## src/rtl/csa_accum.sv

```systemverilog
// csa_accum: multi-operand carry-save accumulator with a chunked resolve stage.
// Each accepted beat of NI operands is folded into a redundant (sum, carry)
// state through a tree of 4:2 compressors in a single cycle. The last beat of
// a group starts a CW-bit-per-cycle carry-propagate resolve. The binary result
// is then offered on a valid/ready port.
// Build option: define CSA_ACCUM_SIGNED_EN to treat operands as two's
// complement (sign extension). Leave it undefined for unsigned zero extension.
module csa_accum #(
    parameter int DW   = 8,
    parameter int NI   = 4,
    parameter int AW   = 16,
    parameter int CW   = 4,
    parameter int CNTW = 16
) (
    input  logic                 clk,
    input  logic                 nreset,
    input  logic                 in_valid,
    output logic                 in_ready,
    input  logic [NI*DW-1:0]     in_data,
    input  logic                 in_last,
    output logic                 out_valid,
    input  logic                 out_ready,
    output logic [AW-1:0]        out_sum,
    output logic [CNTW-1:0]      out_beats
);

    localparam int NCH = AW / CW;
    // One spare code so the counter can mark the settle cycle after the last chunk.
    localparam int KW  = $clog2(NCH + 1);

    localparam logic [1:0] ST_ACC = 2'd0;
    localparam logic [1:0] ST_RES = 2'd1;
    localparam logic [1:0] ST_OUT = 2'd2;

    logic [1:0]      r_state;
    logic [AW-1:0]   r_acc_s;
    logic [AW-1:0]   r_acc_c;
    logic [CNTW-1:0] r_count;
    logic [KW-1:0]   r_k;
    logic            r_cy;
    logic [AW-1:0]   r_out_sum;

    logic [AW-1:0]   w_ext [NI];
    logic [2*AW-1:0] w_ops_red;
    logic [2*AW-1:0] w_acc_next;
    logic [CW:0]     w_chunk;
    logic            w_accept;

    // 4:2 compressor with cin=0. It is built from two chained 3:2 layers.
    // Each carry vector moves up one bit, and bits pushed past AW-1 are dropped.
    // The result is {carry, sum}, and carry + sum == a+b+c+d modulo 2^AW.
    function automatic logic [2*AW-1:0] compress42(
        input logic [AW-1:0] a,
        input logic [AW-1:0] b,
        input logic [AW-1:0] c,
        input logic [AW-1:0] d
    );
        logic [AW-1:0] s1, c1, s2, c2;
        s1 = a ^ b ^ c;
        c1 = ((a & b) | (a & c) | (b & c)) << 1;
        s2 = s1 ^ d ^ c1;
        c2 = ((s1 & d) | (s1 & c1) | (d & c1)) << 1;
        return {c2, s2};
    endfunction

    // Widen every operand to the accumulator width.
    always_comb begin
        for (int i = 0; i < NI; i++) begin
`ifdef CSA_ACCUM_SIGNED_EN
            w_ext[i] = AW'($signed(in_data[i*DW +: DW]));
`else
            w_ext[i] = AW'(in_data[i*DW +: DW]);
`endif
        end
    end

    // Reduce the beat's operands to one redundant pair.
    generate
        if (NI == 8) begin : g_ni8
            logic [2*AW-1:0] w_lo;
            logic [2*AW-1:0] w_hi;
            assign w_lo      = compress42(w_ext[0], w_ext[1], w_ext[2], w_ext[3]);
            assign w_hi      = compress42(w_ext[4], w_ext[5], w_ext[6], w_ext[7]);
            assign w_ops_red = compress42(w_lo[AW-1:0], w_lo[2*AW-1:AW],
                                          w_hi[AW-1:0], w_hi[2*AW-1:AW]);
        end else begin : g_ni4
            assign w_ops_red = compress42(w_ext[0], w_ext[1], w_ext[2], w_ext[3]);
        end
    endgenerate

    // Fold the reduced beat into the running carry-save state.
    assign w_acc_next = compress42(w_ops_red[AW-1:0], w_ops_red[2*AW-1:AW],
                                   r_acc_s, r_acc_c);

    // The resolve consumes the low chunk of each redundant vector. Both vectors
    // shift right every cycle, so the current chunk is always at bit 0.
    assign w_chunk = (CW+1)'(r_acc_s[CW-1:0]) + (CW+1)'(r_acc_c[CW-1:0])
                   + (CW+1)'(r_cy);

    assign in_ready  = (r_state == ST_ACC);
    assign out_valid = (r_state == ST_OUT);
    assign out_sum   = r_out_sum;
    assign out_beats = r_count;
    // in_data feeds state only when a beat is accepted, so X on an idle bus stays out.
    assign w_accept  = in_valid && in_ready;

    // Control FSM, accumulation, and chunked carry-propagate resolve.
    // NOTE: all state here uses non-blocking assignments. Every register then
    // samples pre-edge values and the result does not depend on statement order.
    always_ff @(posedge clk or negedge nreset) begin
        if (!nreset) begin
            r_state   <= ST_ACC;
            r_acc_s   <= '0;
            r_acc_c   <= '0;
            r_count   <= '0;
            r_k       <= '0;
            r_cy      <= 1'b0;
            r_out_sum <= '0;
        end else begin
            case (r_state)
                ST_ACC: begin
                    if (w_accept) begin
                        r_acc_s <= w_acc_next[AW-1:0];
                        r_acc_c <= w_acc_next[2*AW-1:AW];
                        if (r_count != {CNTW{1'b1}}) begin
                            r_count <= r_count + 1'b1;
                        end
                        if (in_last) begin
                            r_state <= ST_RES;
                            r_k     <= '0;
                            r_cy    <= 1'b0;
                        end
                    end
                end
                ST_RES: begin
                    if (r_k == KW'(NCH)) begin
                        // All chunks are resolved, and the final carry-out is discarded.
                        r_state <= ST_OUT;
                    end else begin
                        r_acc_s   <= r_acc_s >> CW;
                        r_acc_c   <= r_acc_c >> CW;
                        r_out_sum <= (r_out_sum >> CW)
                                   | (AW'(w_chunk[CW-1:0]) << (AW - CW));
                        r_cy      <= w_chunk[CW];
                        r_k       <= r_k + 1'b1;
                    end
                end
                ST_OUT: begin
                    if (out_ready) begin
                        r_state <= ST_ACC;
                        r_acc_s <= '0;
                        r_acc_c <= '0;
                        r_count <= '0;
                    end
                end
                default: begin
                    r_state <= ST_ACC;
                end
            endcase
        end
    end

endmodule

```

## config.mk

```make
export PLATFORM = sky130hd
export DESIGN_NAME = csa_accum
export DESIGN_NICKNAME = d
export VERILOG_FILES = /design/src/rtl/csa_accum.sv
export SDC_FILE = /design/constraint.sdc
export NUM_CORES = 1
export LEC_CHECK = 0
export ABC_AREA = 1
export BUFFER_PORTS_ARGS = -buffer_cell sky130_fd_sc_hd__buf_2
export CAP_MARGIN = 20
export CORE_ASPECT_RATIO = 0.8
export CORE_UTILIZATION = 55
export CTS_CLUSTER_SIZE = 16
export DETAILED_ROUTE_END_ITERATION = 10
export HOLD_SLACK_MARGIN = 0.08
export PLACE_DENSITY = 0.78
export SLEW_MARGIN = 40
export SYNTH_ARGS = -nofsm -noshare
export SYNTH_HDL_FRONTEND = slang
export SYNTH_SLANG_ARGS = --single-unit
```

## constraint.sdc

```tcl
create_clock -name clk -period 5.17 [get_ports clk]
set_clock_uncertainty 0.15 [all_clocks]
set_input_delay 0.517 -clock clk [delete_from_list [all_inputs] [get_ports clk]]
set_output_delay 0.517 -clock clk [all_outputs]
set_load 0.005 [all_outputs]
```

==> results.toml <==
[status]
run_status = "finished, final reports clean"

[placed_design]
routabilityCongestion = 0.8665
placed_area_sq_um = 4727
hpwl_um = 6435
io_buffers = 70

[global_routing]
antenna_found_initial = 0
grt_use_total_pct = 23.59
grt_pass1_vias = 3269
grt_max_degree = 71
grt_pass1_wl_um = 14750
overflow = 0

[routing]
wl_um = 8631
vias = 3439
first_pass_iters = 5
avgViaCountPerCell = 5.203
wire_per_inst_um = 13.06
antenna_left = 0
first_iter_violations = 182
drc = 0

[cts]
numCtsBuffers = 9
cts_resized = 0
cts_sinks = 70
cts_hold_buf = 0
cts_tree = "built"
clkTransAtPathRegs_ns = 0.08
clockBufferDepth = 2
cts_root_buf = "clkbuf_8"
cts_setup_buffers = 0
clock_latency_ns = 0.34
ctsHtreeMaxLevel = 3

[sta]
period_share_pct = 58.39
hold_violations = 0
finalCriticalPeriod_ns = 3.019
worst_pin_slew_ns = 0.6327
rsz0062_at_grt = "false"
relSlewSlack_pct = 57.82
whs_ns = 0.1053
final-max-slew-violation-count = 0
setup_violations = 0
finalSetupTns_ns = 0
max_freq_ghz = 0.3313

[critical_path]
crit_top_cell = "fa_1"
endpoint_kind = "flip-flop"
crit_required_ns = 5.29
crit_slowest_cell = "fa_1"
startpoint_type = "input pin"
cpPeakStageDelay_ns = 0.53
crit_type = "input pin to flip-flop"
crit_chain = "buf_2 > fa_1 > fa_1 > inv_1 > fa_1 > inv_1 > fa_1 > nand2_1 > o21ai_0 > nand2_1 > o21ai_1"
arrival_ns = 3.13
critical_path.max_fanout = 1

[synthesis]
synth_xor_area_share_pct = 0.8092
netlist_instances = 484
synth_top_family_by_area = "adder cells"
synthAdderAreaFrac_pct = 20.64
synth.yosys.seq_area_share_pct = 40.46
synth_mux_area_share_pct = 0
syn-cell-area_sq_um = 4329
synth_top_area_share_pct = 40.46
synthesis.nets = 572
synth.area.top_cells = "dfrtp_1, fa_1, nand2_1, ha_1, inv_1"
yosys_register_bits = 70
yosysWarnings = 0
synth_area_per_cell_sq_um = 8.945
ys_types = 34
synth_simple_gate_area_share_pct = 20.38
synth_compound_area_share_pct = 10.66
yosysTopAreaCell = "dfrtp_1"

[run]
drv_cap = 0

[finish]
design_area_sq_um = 4947
antenna_cells = 0
drive_above_1_share_pct = 19.60
final_util_pct = 65.99
nFillCells = 677
final_nets = 639
multi_input_area_sq_um = 2272
area_growth_pct = 14.28
regArea_sq_um = 1752

[power]
p_seq_share_pct = 32.2
p_leak_uw = 0.002412
p_per_area_nw_per_um2 = 567.2
ir_drop_uv = 279.7
comb_power_share_pct = 50.3
power_switching_uw = 1263
p_total_uw = 2806
swShare_pct = 45.02
intPower_uw = 1543
clockPowerShare_pct = 17.5

[die]
num_rows = 28
io_pins = 71
dieWidth_um = 101.2
coreArea_sq_um = 7497
initial_core_util_pct = 57.74
dieArea_sq_um = 8232
fp.dieH_um = 81.36

[hold_path]
hp-class = "input pin to asynchronous set/reset pin"
==> power by group through the flow <==
stage | clock [uW] | sequential [uW] | combinational, uW
6_report | 490 | 905 | 1410
5_1_grt | 526 | 935 | 1640
4_1_cts | 500 | 907 | 1430
3_5_place_dp | 0 | 916 | 1420
3_3_place_gp | 0 | 908 | 1340
2_1_floorplan | 0 | 888 | 1120
==> worst max-delay path, delay by kind of cell <==
kind | cells | cell delay, ns
fa+ha+maj | 4 | 2.03
buf+inv | 3 | 0.22
simple gates | 2 | 0.14
compound gates | 2 | 0.23
==> synth_stat cells, drive strengths merged <==
cell    instances
or2             5
a31oi          13
nand3          25
o21ai          62
nand2         137
dfrtp          70
clkbuf          5
o21bai          1
nor2           29
nand3b          3
fa             34
nand4           7
o22ai           2
xor2            1
ha             17
inv            54
o211ai          1
xnor2           3
buf            11
a21oi           4
==> sequential cells by signal (all words and copies together), names as in the netlist <==
signal	flops
r_acc_c	16
r_cy	1
r_state	2
r_acc_s	16
out_beats	16
out_sum	16
r_k	3
==> path summary, 6_finish.rpt <==
path | from | to | slack (ns) | depth (start not counted)
max | in_data[1] | r_acc_s[1] | 2.15 | 11
min | nreset | out_sum[7] | 0.11 | 2
max reg2reg | r_state[0] | r_acc_s[2] | 2.94 | 9
min reg2reg | out_sum[0] | out_sum[0] | 0.33 | 2
max in group asynchronous | nreset | r_acc_c[10] | 4.31 | 2
min in group clk | out_sum[0] | out_sum[0] | 0.33 | 2
==> logic make-up (layout without fill, tap and decap cells) <==
| group | after synthesis | after routing |
|---|---|---|
| fa+ha+maj | 51 | 51 |
| flops | 70 | 70 |
| xor+xnor | 4 | 4 |
| buf+inv | 70 | 142 |
| compound gates | 83 | 83 |
| simple gates | 206 | 206 |
==> metrics by stage <==
step | cells | setup WS (ns)
2_1_floorplan | 484 | 2.131
3_3_place_gp | 645 | 1.895
3_5_place_dp | 645 | 1.787
4_1_cts | 661 | 2.124
5_1_grt | 661 | 2.025
6_report | 661 | 2.151
==> layout make-up <==
cell class              instances  share of cell area (%)
clock buffers                   9                   2.504
well taps                     105                   2.656
multi-input cells             344                   45.93
flip-flops and latches         70                   35.41
clock inverters                 7                   1.947
inverters                      54                   4.097
repair buffers                 72                   7.461
==> layer usage <==
layer | vias to the layer above | global-route usage, % | wire (um)
met5 | - | 0 | 0
met4 | 0 | 7.971 | 94
met3 | 10 | 5.508 | 370
met2 | 82 | 37.89 | 4254
met1 | 1656 | 31.78 | 3912
li1 | 1691 | - | -
==> layout by cell type, fill, tap and decap left out, types with 2 or more instances in the layout <==
cell type / netlist / routed
o21ai_1: 18 / 18
nand4_1: 6 / 6
xnor2_1: 3 / 3
clkbuf_8: 0 / 9
inv_1: 52 / 51
nand2_1: 133 / 133
bufinv_16: 0 / 2
clkinv_2: 0 / 2
a21oi_1: 4 / 4
o21ai_2: 6 / 6
buf_2: 6 / 70
o22ai_1: 2 / 2
clkinv_4: 0 / 2
nand3_1: 25 / 25
nand2_2: 3 / 3
or2_2: 3 / 3
nor2_2: 3 / 3
dfrtp_1: 70 / 70
fa_1: 34 / 34
nand3b_1: 3 / 3
o21ai_0: 38 / 38
ha_1: 17 / 17
a31oi_1: 13 / 13
inv_2: 2 / 3
nor2_1: 25 / 25
Note: power is estimated with default switching activity, not from simulation.
